--- src/rtl/bus_slave_resp.sv ---
// Bus responder for the shared 32-bit two-master bus: seven R/W registers plus a
// read-only transaction counter, completed with a sel/ack handshake after WAIT_CYCLES wait states.
module bus_slave_resp #(
    parameter logic [7:0]  BASE_ADDR   = 8'h00,
    parameter int unsigned WAIT_CYCLES = 1
) (
    input  logic        clk,
    input  logic        reset_n,
    input  logic        s_sel,
    input  logic        s_wr,
    input  logic [7:0]  s_addr,
    input  logic [31:0] s_din,
    output logic [31:0] s_dout,
    output logic        s_ack
);

    typedef enum logic [1:0] {IDLE, WAIT, ACK, DONE} state_t;

    localparam logic [3:0] WAIT_INIT = (WAIT_CYCLES == 0) ? 4'd0 : 4'(WAIT_CYCLES - 1);

    state_t      state, next_state;
    logic [3:0]  wcnt;
    logic        wr_q;
    logic [2:0]  idx_q;
    logic [31:0] din_q;
    logic [31:0] regs [7];
    logic [31:0] count;
    logic        hit;
    logic        ack_d;
    logic [31:0] dout_d;

    assign hit = s_sel && (s_addr[7:3] == BASE_ADDR[7:3]);

    always_ff @(posedge clk or negedge reset_n) begin
        if (!reset_n) state <= IDLE;
        else          state <= next_state;
    end

    // NOTE: every variable gets a default before the case so no latch is inferred.
    always_comb begin
        next_state = state;
        unique case (state)
            IDLE: if (hit) next_state = (WAIT_CYCLES == 0) ? ACK : WAIT;
            WAIT: begin
                if (!s_sel)          next_state = IDLE;
                else if (wcnt == '0) next_state = ACK;
            end
            ACK:  next_state = DONE;
            DONE: if (!s_sel) next_state = IDLE;
            default: next_state = IDLE;
        endcase
    end

    // The count read back is the pre-increment value because both update on the same edge.
    always_comb begin
        ack_d  = 1'b0;
        dout_d = '0;
        if (state == ACK) begin
            ack_d = 1'b1;
            if (!wr_q) dout_d = (idx_q == 3'd7) ? count : regs[idx_q];
        end
    end

    // NOTE: sequential state uses non-blocking assignments only, so all reads see pre-edge values.
    // NOTE: the register file is reset explicitly because reads after reset must return zero.
    always_ff @(posedge clk or negedge reset_n) begin
        if (!reset_n) begin
            wcnt   <= '0;
            wr_q   <= 1'b0;
            idx_q  <= '0;
            din_q  <= '0;
            count  <= '0;
            s_ack  <= 1'b0;
            s_dout <= '0;
            for (int i = 0; i < 7; i++) regs[i] <= '0;
        end else begin
            s_ack  <= ack_d;
            s_dout <= dout_d;
            unique case (state)
                IDLE: begin
                    if (hit) begin
                        wr_q  <= s_wr;
                        idx_q <= s_addr[2:0];
                        din_q <= s_din;
                        wcnt  <= WAIT_INIT;
                    end
                end
                WAIT: begin
                    if (wcnt != '0) wcnt <= wcnt - 4'd1;
                end
                ACK: begin
                    if (wr_q && idx_q != 3'd7) regs[idx_q] <= din_q;
                    count <= count + 32'd1;
                end
                default: ;
            endcase
        end
    end

endmodule
--- config.mk ---
export PLATFORM = sky130hd
export DESIGN_NAME = bus_slave_resp
export DESIGN_NICKNAME = d
export VERILOG_FILES = /design/src/rtl/bus_slave_resp.sv
export SDC_FILE = /design/constraint.sdc
export NUM_CORES = 1
export LEC_CHECK = 0
export ABC_AREA = 1
export CORE_MARGIN = 10
export CORE_UTILIZATION = 55
export CTS_CLUSTER_DIAMETER = 100
export DETAILED_ROUTE_END_ITERATION = 8
export PLACE_DENSITY = 0.81
export REMOVE_ABC_BUFFERS = 1
export SYNTH_ARGS = -nofsm -noshare
export SYNTH_HDL_FRONTEND = slang
export SYNTH_SLANG_ARGS = --single-unit
export TNS_END_PERCENT = 20
--- constraint.sdc ---
create_clock -name clk -period 1.75 [get_ports clk]
set_input_delay 0.4375 -clock clk [delete_from_list [all_inputs] [get_ports clk]]
set_output_delay 0.4375 -clock clk [all_outputs]
set_load 0.01 [all_outputs]
==> results of run 1 <==
==> stage by stage <==
stage	hold WS, ns	util [%]
final	0.4207	66.85
after global routing	0.4163	66.85
after CTS	0.4144	66.76
after detailed placement	0.3651	62.13
after global placement	0.3592	62.13
after floorplan	0.1419	-
==> cells by family after synthesis <==
| family | after synthesis |
|---|---|
| adder cells (fa/ha/maj) | 3 |
| flip-flops | 331 |
| AND/OR/NAND/NOR | 745 |
| AO/OA/AOI/OAI | 356 |
| XOR/XNOR | 23 |
| buffers and inverters | 168 |
==> final timing paths <==
path                             end  cells after the start     start
max                         regs[14]                      7  state[0]
min                          regs[4]                      2   reset_n
max reg2reg                 regs[14]                      7  state[0]
min reg2reg                 regs[31]                      2  regs[31]
max in group asynchronous  din_q[21]                      3   reset_n
min in group clk            regs[31]                      2  regs[31]
==> placed cells by master (no fill, tap or decap), drive strengths merged <==
cell type and n:
o21a 14, xor2 12, nor4 1, nand3 39, clkdlybuf4s50 42, nor3 7
clkinv 14, dlygate4sd3 1, bufinv 4, inv 85, a21oi 54, dfrtp 331
a31oi 1, o22ai 1, nor2 104, clkinvlp 1, o21ba 9, nand4 21
o21ai 277, nand2 570, nand3b 2, xnor2 11, and3 1, buf 53
ha 3, clkbuf 48, dlygate4sd2 33
==> synth_stat cells, types with 14 or more instances <==
library cell	count	area (µm²)
a21oi_1	54	270.3
buf_2	57	285.3
clkbuf_1	17	63.81
dfrtp_1	331	8283
inv_1	77	289.0
nand2_1	567	2128
nand3_1	38	190.2
nand4_1	20	125.1
nor2_1	97	364.1
o21a_1	14	105.1
o21ai_0	83	415.4
o21ai_1	194	970.9
==> flip-flops by register name (all words and copies together), names as in the netlist, named ones only <==
signal / count
s_dout: 32
idx_q: 3
din_q: 32
count: 32
wcnt: 4
wr_q: 1
state: 1
s_ack: 1
regs: 224
==> power by group <==
part | total, W | internal [W] | switching [W]
sequential | 0.0108 | 0.00968 | 0.00112
combinational | 0.00531 | 0.00195 | 0.00336
clock | 0.00767 | 0.00463 | 0.00304
total | 0.0238 | 0.0163 | 0.00752
==> worst reg2reg max path: stages, from the launching register on <==
cell and delay [ns]:
dfrtp_1 0.40, inv_2 0.07, nand2_2 0.20, nor2_4 0.33
nand2_2 0.16, buf_12 0.19, nand2_1 0.10, o21ai_1 0.09
==> area by class of cell <==
| cell class | instances | area, µm² |
|---|---|---|
| fillers | 1897 | 8347 |
| flip-flops and latches | 331 | 8285 |
| multi-input cells | 1127 | 5112 |
| repair buffers | 129 | 1495 |
| clock buffers | 48 | 1005 |
| well taps | 330 | 412.9 |
| inverters | 88 | 330.3 |
| clock inverters | 16 | 193.9 |
==> routing by layer <==
metal	routed length, µm	GRT usage [%]	vias to the layer above
met5	0	0	-
met3	2327	3.614	86
met4	969	7.344	0
met1	14910	28.24	5708
met2	17590	36.90	426
li1	-	-	5451
==> repair_timing <==
| action | CTS | global route |
|---|---|---|
| gates resized for setup | 33 | 8 |
| setup endpoints to repair | 33 | 13 |
| gates cloned | 0 | 0 |
| hold endpoints to repair | 25 | 0 |
| hold buffers | 1 | 0 |
==> impl_metrics.toml, run 1 <==
[min_path]
hold_class = "primary input to async pin"

[cts]
clk_pin_slew_ns = 0.06
cts_buffer_depth = 3
cts_tree = "done"
htreeDepth = 2
clockRootBuffer = "clkbuf_16"
numCtsBuffers = 35
post_cts_buffers = 0
cts_sinks = 331
clk_latency_ns = 0.52

[logic_synthesis]
synth_xor_area_share_pct = 1.432
avgSynthCellArea_um2 = 8.652
netlist_area_um2 = 14070
synth_mux_area_share_pct = 0
synth-simple-area-share_pct = 21.18
synth_compound_area_share_pct = 13.25
synth-edff-count = 0
synth-seq-cells = 331
ys.flop_type = "dfrtp_1"
synth_fa_ha_area_share_pct = 0.2668
synth_seq_area_share_pct = 58.88
syn_inst = 1626
synth_top_family_by_area = "simple AND/OR/NAND/NOR gates"
postSynth.asyncResetShare_pct = 100.0
yosys_warnings = 0
synth_cell_types = 32

[outcome]
status = "complete, no violations"

[layout]
nets = 1759
final_area_um2 = 16830
drive_gt1_share_pct = 8.568
fin_cells = 2069
synthToLayoutAreaGrowth_pct = 19.66
diodes = 0

[sta]
skew_ns = 0.01703
drv_slew = 0
fmaxAchievable_mhz = 599.4
setup-violations-final = 0
rsz0062_at_grt = "true"
slew_headroom_pct = 73.41
final-hold-violation-count = 0
worst_slack_ns = 0.08164
fin_crit_sh_pct = 95.33
max_slew.worst_pin.slew_ns = 0.3988
setup_tns_ns = 0
post-route-min-period_ns = 1.668

[placement]
globalplace.congestion = 0.9197
port-buffer-count = 76
hpwl_um = 23160
placed_area_um2 = 15650
pre_cts_ws_ns = -0.04992
dp_cells = 2004

[floorplan]
ios = 77
fp.coreArea_um2 = 25180
dieHeight_um = 179.9
dieArea_um2 = 32380
dieWidth_um = 179.9
start_util_pct = 55.87
num_rows = 58

[global_routing]
grt_pass1_wl_um = 59690
grt_max_degree = 66
grt_overflow = 0
gr-usage-all-layers_pct = 21.93
grt_pass1_vias = 11690
antenna_found_initial = 0

[flow_run]
drv_cap = 0

[power]
power_density_nw_per_um2 = 1413
power_w = 0.02379
p_leak_nw = 8.283
ir_drop_uv = 1075

[worst_setup_path]
crit_chain = "inv_2 > nand2_2 > nor2_4 > nand2_2 > buf_12 > nand2_1 > o21ai_1"
slowest_delay_ns = 0.40
worst_path_most_repeated_cell = "nand2_2"
critical_path_peak_fanout = 30
crit_type = "register to register"
crit_buf_inv = 2
cp.arrival_ns = 2.05
rrSetupSlack_ns = 0.08
cp_slowest_cell = "dfrtp_1"
crit_required_ns = 2.13
cpLargestDelayFamily = "simple AND/OR/NAND/NOR gates"
crit_path_start_kind = "register"
end_kind = "register"

[routing]
wl_per_cell_um = 17.30
wirelength_um = 35790
firstDrtPassIters = 6
drt-initial-drc-count = 1332
drc_errors = 0
vias_per_cell = 5.641
ant_nets = 0
num_vias = 11670
Power figures use the tool's default switching activity.
==> run 2, diff against run 1 <==
Settings changed: DONT_BUFFER_PORTS from default to 1, PLACE_DENSITY 0.81 to 0.77.
==> run 2 against run 1 <==
Maximum frequency increased by 1.3%; critical path depth unchanged; cell area decreased by 6.5%; register-to-register slack improved by 0.02 ns; global-route usage decreased by 0.50 points; critical path type unchanged; clock skew decreased by 0.0027 ns; die area unchanged; the run now ends with hold timing left; sequential power about the same.
==> impl_metrics.toml, run 2 (synthesis gave the netlist of run 1 again) <==
[sta]
setup-violations-final = 0
fmaxAchievable_mhz = 607.5
drv_slew = 0
slew_headroom_pct = 34.03
max_slew.worst_pin.slew_ns = 0.9896
post-route-min-period_ns = 1.646
whs_ns = -0.3760
worst_slack_ns = 0.1038
final-hold-violation-count = 331
skew_ns = 0.01438
fin_crit_sh_pct = 94.07
rsz0062_at_grt = "false"

[cts]
clk_latency_ns = 0.51
cts_tree = "done"
cts_sinks = 331
numCtsBuffers = 35
post_cts_buffers = 0
clockRootBuffer = "clkbuf_16"
htreeDepth = 2
clk_pin_slew_ns = 0.06
cts_buffer_depth = 3

[routing]
wirelength_um = 35110
wl_per_cell_um = 17.77
ant_nets = 0
drt-initial-drc-count = 1310
num_vias = 11130
firstDrtPassIters = 5
vias_per_cell = 5.634
drc_errors = 0

[worst_setup_path]
critical_path_peak_fanout = 40
end_kind = "register"
crit_path_start_kind = "register"
cp.arrival_ns = 2.02
rrSetupSlack_ns = 0.10
crit_type = "register to register"
crit_required_ns = 2.12

[global_routing]
grt_pass1_wl_um = 57440
antenna_found_initial = 0
grt_overflow = 0
gr-usage-all-layers_pct = 21.43
grt_max_degree = 332
grt_pass1_vias = 10760

[outcome]
status = "complete, but fails checks"
violations = "hold timing"

[power]
power_density_nw_per_um2 = 1453
p_leak_nw = 7.663
ir_drop_uv = 896.0
power_w = 0.02287

[layout]
mostFrequentLayoutCell = "nand2_1"
final_area_um2 = 15750
drive_gt1_share_pct = 7.837
mostFrequentLayoutCells = "nand2_1 (562), dfrtp_1 (328), o21ai_1 (194)"
regMostFlops = "regs"
synthToLayoutAreaGrowth_pct = 11.92
diodes = 0
nets = 1674
largest_reg_flops = 224

[floorplan]
dieArea_um2 = 32380
num_rows = 58
start_util_pct = 55.87
dieHeight_um = 179.9
dieWidth_um = 179.9
ios = 77
fp.coreArea_um2 = 25180

[placement]
port-buffer-count = 0
hpwl_um = 22090
pre_cts_ws_ns = 0.04350
globalplace.congestion = 0.9452
placed_area_um2 = 14610

[min_path]
hold_class = "primary input to async pin"

[flow_run]
drv_cap = 0
==> run 2: cell count changes in the layout (fill, tap and decap cells not counted), sizes merged <==
cell,delta
dlygate4sd2,-33
buf,-9
bufinv,-1
dlygate4sd3,-1
inv,-3
clkbuf,-4
clkdlybuf4s50,-42
==> run 2: critical path, cell delays in order (launching register included) <==
cell and delay, ns:
dfrtp_1 0.43, nand2_1 0.09, inv_2 0.06, nand2_1 0.07, buf_12 0.20, buf_4 0.19
o21ai_0 0.34, a21oi_1 0.11
==> run 2: report_power, final <==
group	internal, W	switching, W	leakage, nW
clock	0.00432	0.00290	0.544
sequential	0.00969	0.00114	4.38
combinational	0.00172	0.00311	2.74
total	0.0157	0.00714	7.66
==> run 2: cell type report <==
| type | instances | area [µm²] |
|---|---|---|
| multi-input combinational | 1127 | 5120 |
| timing repair buffer | 44 | 491.7 |
| fill | 2079 | 9437 |
| inverter | 88 | 330.3 |
| clock buffer | 44 | 962.2 |
| clock inverter | 12 | 141.4 |
| sequential | 331 | 8287 |
| tap | 330 | 412.9 |
==> run 2: metrics by stage <==
| stage | utilization (%) | instances | setup TNS (ns) |
|---|---|---|---|
| after floorplan | - | 1546 | -187.26 |
| after global placement | 58.00 | 1920 | 0 |
| after detailed placement | 58.00 | 1920 | 0 |
| after CTS | 62.39 | 1976 | 0 |
| after global routing | 62.53 | 1976 | 0 |
| final | 62.53 | 1976 | 0 |
==> run 2: timing repair <==
item,in CTS,in global routing
gates resized for setup,0,10
endpoints found under the hold margin,331,331
endpoints found under the setup margin,0,62
==> run 2: worst paths after layout <==
check	startpoint	end	cells past startpoint
min in group clk	s_din[4]	din_q[4]	2
hold reg to reg	regs[6]	regs[6]	2
setup reg to reg	idx_q[2]	s_dout[9]	7
setup / recovery	idx_q[2]	s_dout[9]	7
max in group asynchronous	reset_n	idx_q[0]	0
hold / removal	reset_n	regs[9]	0
==> run 2: per-layer routing <==
metal	vias up	track usage, %	share of wire (%)
li1	5256	-	-
met1	5420	28.58	42
met2	379	34.96	48
met3	77	3.675	6.8
met4	0	6.914	2.8
met5	-	0	0
